[src/rtl/bsg_axil_responder_csr.sv]
// AXI-Lite responder exposing num_regs_p byte-strobed CSRs with one-cycle response latency.
// Define BSG_AXIL_RESPONDER_SLVERR_EN to answer out-of-range accesses with SLVERR instead of OKAY.
module bsg_axil_responder_csr #(
  parameter int              addr_width_p = 16,
  parameter int              data_width_p = 32,
  parameter int              num_regs_p   = 4,
  parameter longint unsigned base_addr_p  = 64'h1000
) (
  input  logic                               aclk_i,
  input  logic                               areset_i,
  input  logic [addr_width_p-1:0]            awaddr_i,
  input  logic [2:0]                         awprot_i,
  input  logic                               awvalid_i,
  output logic                               awready_o,
  input  logic [data_width_p-1:0]            wdata_i,
  input  logic [data_width_p/8-1:0]          wstrb_i,
  input  logic                               wvalid_i,
  output logic                               wready_o,
  output logic [1:0]                         bresp_o,
  output logic                               bvalid_o,
  input  logic                               bready_i,
  input  logic [addr_width_p-1:0]            araddr_i,
  input  logic [2:0]                         arprot_i,
  input  logic                               arvalid_i,
  output logic                               arready_o,
  output logic [data_width_p-1:0]            rdata_o,
  output logic [1:0]                         rresp_o,
  output logic                               rvalid_o,
  input  logic                               rready_i,
  output logic [num_regs_p*data_width_p-1:0] csr_data_o,
  output logic [num_regs_p-1:0]              csr_w_v_o
);

  localparam int lanes_lp = data_width_p / 8;
  localparam int lg_lp    = $clog2(lanes_lp);
  localparam int idx_w_lp = (num_regs_p > 1) ? $clog2(num_regs_p) : 1;
  localparam logic [addr_width_p-1:0] base_lp  = addr_width_p'(base_addr_p);
  localparam logic [addr_width_p-1:0] nregs_lp = addr_width_p'(num_regs_p);
`ifdef BSG_AXIL_RESPONDER_SLVERR_EN
  localparam logic [1:0] oor_resp_lp = 2'b10;
`else
  localparam logic [1:0] oor_resp_lp = 2'b00;
`endif

  typedef enum logic { W_IDLE, W_RESP } w_state_e;
  typedef enum logic { R_IDLE, R_RESP } r_state_e;

  logic unused_prot;
  assign unused_prot = ^{awprot_i, arprot_i};

  logic [num_regs_p-1:0][data_width_p-1:0] csr_q;
  assign csr_data_o = csr_q;

  // Readies stay low through reset and rise on the first edge after it.
  logic rdy_q;
  always_ff @(posedge aclk_i or posedge areset_i)
    if (areset_i) rdy_q <= 1'b0;
    else          rdy_q <= 1'b1;

  // ---------------- write path ----------------
  w_state_e w_state_q, w_state_n;
  logic                      aw_held_q, w_held_q;
  logic [addr_width_p-1:0]   aw_addr_q;
  logic [data_width_p-1:0]   wdata_q;
  logic [lanes_lp-1:0]       wstrb_q;
  logic [1:0]                bresp_q;

  logic aw_hs, w_hs, commit, b_hs;
  logic [addr_width_p-1:0] w_addr, w_off, w_word;
  logic [data_width_p-1:0] w_data;
  logic [lanes_lp-1:0]     w_strb;
  logic                    w_hit;
  logic [idx_w_lp-1:0]     w_idx;

  assign awready_o = rdy_q & (w_state_q == W_IDLE) & ~aw_held_q;
  assign wready_o  = rdy_q & (w_state_q == W_IDLE) & ~w_held_q;
  assign aw_hs     = awvalid_i & awready_o;
  assign w_hs      = wvalid_i & wready_o;
  assign commit    = (w_state_q == W_IDLE) & (aw_held_q | aw_hs) & (w_held_q | w_hs);
  assign b_hs      = (w_state_q == W_RESP) & bready_i;
  assign bvalid_o  = (w_state_q == W_RESP);
  assign bresp_o   = bresp_q;

  // A channel arriving in the commit cycle is used directly rather than from its hold register.
  assign w_addr = aw_held_q ? aw_addr_q : awaddr_i;
  assign w_data = w_held_q  ? wdata_q   : wdata_i;
  assign w_strb = w_held_q  ? wstrb_q   : wstrb_i;
  assign w_off  = w_addr - base_lp;
  assign w_word = w_off >> lg_lp;
  assign w_hit  = (w_addr >= base_lp) && (w_word < nregs_lp);
  assign w_idx  = w_word[idx_w_lp-1:0];

  always_comb begin
    w_state_n = w_state_q;
    case (w_state_q)
      W_IDLE:  if (commit) w_state_n = W_RESP;
      W_RESP:  if (bready_i) w_state_n = W_IDLE;
      default: w_state_n = W_IDLE;
    endcase
  end

  always_ff @(posedge aclk_i or posedge areset_i)
    if (areset_i) begin
      w_state_q <= W_IDLE;
      aw_held_q <= 1'b0;
      w_held_q  <= 1'b0;
      aw_addr_q <= '0;
      wdata_q   <= '0;
      wstrb_q   <= '0;
      bresp_q   <= 2'b00;
    end else begin
      w_state_q <= w_state_n;
      if (b_hs) begin
        aw_held_q <= 1'b0;
        w_held_q  <= 1'b0;
      end else begin
        if (aw_hs) begin aw_held_q <= 1'b1; aw_addr_q <= awaddr_i; end
        if (w_hs)  begin w_held_q  <= 1'b1; wdata_q <= wdata_i; wstrb_q <= wstrb_i; end
      end
      if (commit) bresp_q <= w_hit ? 2'b00 : oor_resp_lp;
    end

  for (genvar i = 0; i < num_regs_p; i++) begin : g_csr
    assign csr_w_v_o[i] = commit & w_hit & (w_idx == idx_w_lp'(i));
    always_ff @(posedge aclk_i or posedge areset_i)
      if (areset_i) csr_q[i] <= '0;
      else if (csr_w_v_o[i])
        for (int k = 0; k < lanes_lp; k++)
          if (w_strb[k]) csr_q[i][8*k +: 8] <= w_data[8*k +: 8];
  end

  // ---------------- read path ----------------
  r_state_e r_state_q, r_state_n;
  logic [data_width_p-1:0] rdata_q;
  logic [1:0]              rresp_q;
  logic                    ar_hs, r_hit;
  logic [addr_width_p-1:0] r_off, r_word;
  logic [idx_w_lp-1:0]     r_idx;

  assign arready_o = rdy_q & (r_state_q == R_IDLE);
  assign ar_hs     = arvalid_i & arready_o;
  assign rvalid_o  = (r_state_q == R_RESP);
  assign rdata_o   = rdata_q;
  assign rresp_o   = rresp_q;
  assign r_off     = araddr_i - base_lp;
  assign r_word    = r_off >> lg_lp;
  assign r_hit     = (araddr_i >= base_lp) && (r_word < nregs_lp);
  assign r_idx     = r_word[idx_w_lp-1:0];

  always_comb begin
    r_state_n = r_state_q;
    case (r_state_q)
      R_IDLE:  if (ar_hs) r_state_n = R_RESP;
      R_RESP:  if (rready_i) r_state_n = R_IDLE;
      default: r_state_n = R_IDLE;
    endcase
  end

  // csr_q is sampled before any same-cycle write lands, so a colliding read sees the old value.
  always_ff @(posedge aclk_i or posedge areset_i)
    if (areset_i) begin
      r_state_q <= R_IDLE;
      rdata_q   <= '0;
      rresp_q   <= 2'b00;
    end else begin
      r_state_q <= r_state_n;
      if (ar_hs) begin
        rdata_q <= r_hit ? csr_q[r_idx] : '0;
        rresp_q <= r_hit ? 2'b00 : oor_resp_lp;
      end
    end

endmodule
[config.mk]
export PLATFORM = sky130hd
export DESIGN_NAME = bsg_axil_responder_csr
export DESIGN_NICKNAME = d
export VERILOG_FILES = /design/src/rtl/bsg_axil_responder_csr.sv
export SDC_FILE = /design/constraint.sdc
export NUM_CORES = 1
export LEC_CHECK = 0
export BUFFER_PORTS_ARGS = -buffer_cell sky130_fd_sc_hd__buf_2
export CAP_MARGIN = 10
export CELL_PAD_IN_SITES_DETAIL_PLACEMENT = 1
export CELL_PAD_IN_SITES_GLOBAL_PLACEMENT = 1
export CORE_ASPECT_RATIO = 1.5
export CORE_MARGIN = 5
export CORE_UTILIZATION = 39
export DETAILED_ROUTE_END_ITERATION = 12
export GPL_ROUTABILITY_DRIVEN = 0
export PLACE_DENSITY_LB_ADDON = 0.1
export SETUP_SLACK_MARGIN = 0.5
export SLEW_MARGIN = 20
export SYNTH_ARGS = -nofsm -noshare
export SYNTH_HDL_FRONTEND = slang
export SYNTH_SLANG_ARGS = --single-unit
[constraint.sdc]
create_clock -name aclk_i -period 6.3 [get_ports aclk_i]
set_input_delay 0.315 -clock aclk_i [delete_from_list [all_inputs] [get_ports aclk_i]]
set_output_delay 0.315 -clock aclk_i [all_outputs]
set_load 0.01 [all_outputs]
==> impl_metrics.json <==
{
  "outcome": "completed",
  "die_width_um": 140,
  "critPathLaunchType": "flip-flop",
  "drive_above_1_share_pct": 59.9,
  "vias_per_cell": 5.17,
  "syn_avg_cell_area_um2": 15.0,
  "initial_core_util_pct": 39.5,
  "worst_pin_slew_ns": 1.11,
  "fmax_mhz": 327,
  "synthAdderAreaFrac_pct": 0,
  "finalClockSkew_ns": 0.0109,
  "grt_max_degree": 78,
  "synthFlopType": "dfrtp_1",
  "clock_sinks": 215,
  "place_area_mm2": 0.0114,
  "crit_fanout": 21,
  "ff2ff_setup_slack_ns": 3.24,
  "num_vias": 6412,
  "cts.clk_slew.worst_paths_ns": 0.06,
  "die_area_mm2": 0.0286,
  "critPathArrivalTime_ns": 3.45,
  "synth-compound-area-share_pct": 6.40,
  "fin_crit_ns": 3.06,
  "die_h_um": 205,
  "finalSetupViolCount": 0,
  "nets": 981,
  "grt_pass1_wl_um": 44100,
  "peakVddDrop_mv": 0.257,
  "n_fill_cell": 2574,
  "clk_latency_ns": 0.50,
  "ys_seq_area_share_pct": 54.6,
  "avgRoutedWirePerCell_um": 22.7,
  "first_pass_iters": 4,
  "synth_mux_area_share_pct": 32.5,
  "hp-class": "in -> reg",
  "endpoint_kind": "flip-flop",
  "synthXorXnorAreaFrac_pct": 0,
  "final_cells": 1240,
  "gr-usage-all-layers_pct": 19.6,
  "ios": 254,
  "max-slew-margin-rel_pct": 26.0,
  "grt_pass1_vias": 7385,
  "post-route-period-util_pct": 48.6,
  "synth_top_family_by_area": "multiplexers",
  "yosys_register_bits": 215,
  "place_inst": 1201,
  "final_cell_area_mm2": 0.0121,
  "hold_ws_ns": 0.0280,
  "max_cap_viol_count": 0,
  "rows": 71,
  "yosys.cell_types.count": 28,
  "final_cell_mix": "buf_2, dfrtp_1, mux2_2",
  "slew_violations": 0,
  "p_per_area_mw_per_mm2": 305,
  "rsz0062_at_grt": "false",
  "cts.root.buffer_cell": "clkbuf_16",
  "ctsResizeCount": 0,
  "hold_viol_final": 0,
  "finalWorstSetupSlack_ns": 3.24,
  "synthSimpleGateAreaFrac_pct": 3.16,
  "synth_cells": 655,
  "yosysWarnings": 0,
  "synth_edf_count": 0,
  "dp_slack_ns": 3.25,
  "cts_tree": "built",
  "hpwlAfterDp_um": 19600,
  "final_common_cell": "buf_2",
  "diodes": 0,
  "syn-cell-area_mm2": 0.00985,
  "path_class": "reg -> reg",
  "critPathRequiredTime_ns": 6.68,
  "grt-ovfl-total": 0,
  "synthArstFlopShare_pct": 100,
  "tns_ns": 0,
  "totalWireLength_um": 28200,
  "portBuffers": 239,
  "dr.first_iter.drc_count": 136,
  "power_leakage_nw": 5.89,
  "grt_antenna_before_repair": 0,
  "drcViolationCount": 0,
  "antenna_left": 0,
  "syn2layout_area_growth_pct": 22.4,
  "htree_levels": 1,
  "cts_buffers": 23,
  "cts_buffer_depth": 3,
  "coreArea_mm2": 0.0250
}
## through the flow
step / utilization [%] / total power [mW]
after floorplan: - / 2.26
after global placement: 45.6 / 2.41
after detailed placement: 45.6 / 2.47
after CTS: 48.3 / 3.73
after global routing: 48.3 / 3.86
final: 48.3 / 3.67
## critical path, stage by stage (launching register included)
cell and delay [ns]:
dfrtp_1 0.60, a21oi_1 0.09, or3_2 0.81, a2111oi_4 1.07, mux2_4 0.36
## Yosys cell counts, types with 3 or more instances
library cell	n	area, um^2
a2111oi_4	16	440
a21oi_1	4	20.0
buf_1	6	22.5
buf_4	6	45.0
buf_6	4	45.0
clkbuf_1	17	63.8
dfrtp_1	215	5380
inv_1	35	131
mux2_2	204	2300
mux2_4	8	120
mux2i_1	6	60.1
mux4_2	32	721
nand2_1	37	139
nor2_1	6	22.5
nor3_1	5	25.0
nor4_1	4	25.0
nor4b_1	3	26.3
o21ai_0	34	170
## what timing repair did
action,in CTS,in global routing
hold buffers,2,0
endpoints found under the hold margin,12,0
endpoints found under the setup margin,0,0
setup buffers,0,0
## final timing paths
kind	start	to	cells past startpoint
max reg2reg	aw_held_q$_DFFE_PP0P_	csr_data_o[119]$_DFFE_PP0P_	4
max	aw_held_q$_DFFE_PP0P_	csr_data_o[119]$_DFFE_PP0P_	4
min in group asynchronous	areset_i	aw_addr_q[15]$_DFFE_PP0P_	3
min	bready_i	w_held_q$_DFFE_PP0P_	2
min reg2reg	rdata_o[24]$_DFFE_PP0P_	rdata_o[24]$_DFFE_PP0P_	2
max in group asynchronous	areset_i	rdata_o[11]$_DFFE_PP0P_	5
## layout make-up
class | count | area (um^2) | share of cell area [%]
inverters | 35 | 135 | 1.12
repair buffers | 251 | 1290 | 10.7
clock buffers | 33 | 643 | 5.33
multi-input cells | 374 | 4180 | 34.7
well taps | 328 | 410 | 3.40
clock inverters | 4 | 20.0 | 0.166
flip-flops and latches | 215 | 5380 | 44.6
## report_power, final
part / switching (mW) / leakage, nW / internal, mW / total [mW]
Clock: 0.532 / 0.329 / 0.702 / 1.23
Combinational: 0.439 / 2.67 / 0.341 / 0.780
Sequential: 0.101 / 2.89 / 1.56 / 1.66
Total: 1.07 / 5.89 / 2.60 / 3.67
## per-layer routing
layer,vias to the layer above,track usage [%],routed length (um)
li1,2849,-,-
met1,3357,23.0,10800
met2,170,36.9,15500
met3,36,3.92,1560
met4,0,4.02,372
met5,-,0,0
## sequential cells by signal, indices dropped and copies added, names as in the netlist
| signal | cells |
|---|---|
| aw_addr_q | 14 |
| aw_held_q | 1 |
| bvalid_o | 1 |
| csr_data_o | 128 |
| rdata_o | 32 |
| rdy_q | 1 |
| rvalid_o | 1 |
| w_held_q | 1 |
| wdata_q | 32 |
| wstrb_q | 4 |
## logic make-up (layout without fill, tap and decap cells)
| group | count (synthesis) | after routing |
|---|---|---|
| flip-flops | 215 | 215 |
| buffers and inverters | 69 | 323 |
| AND/OR/NAND/NOR | 65 | 65 |
| AO/OA/AOI/OAI | 54 | 54 |
| other | 2 | 5 |
| multiplexers | 250 | 250 |
Power figures use the tool's default switching activity.
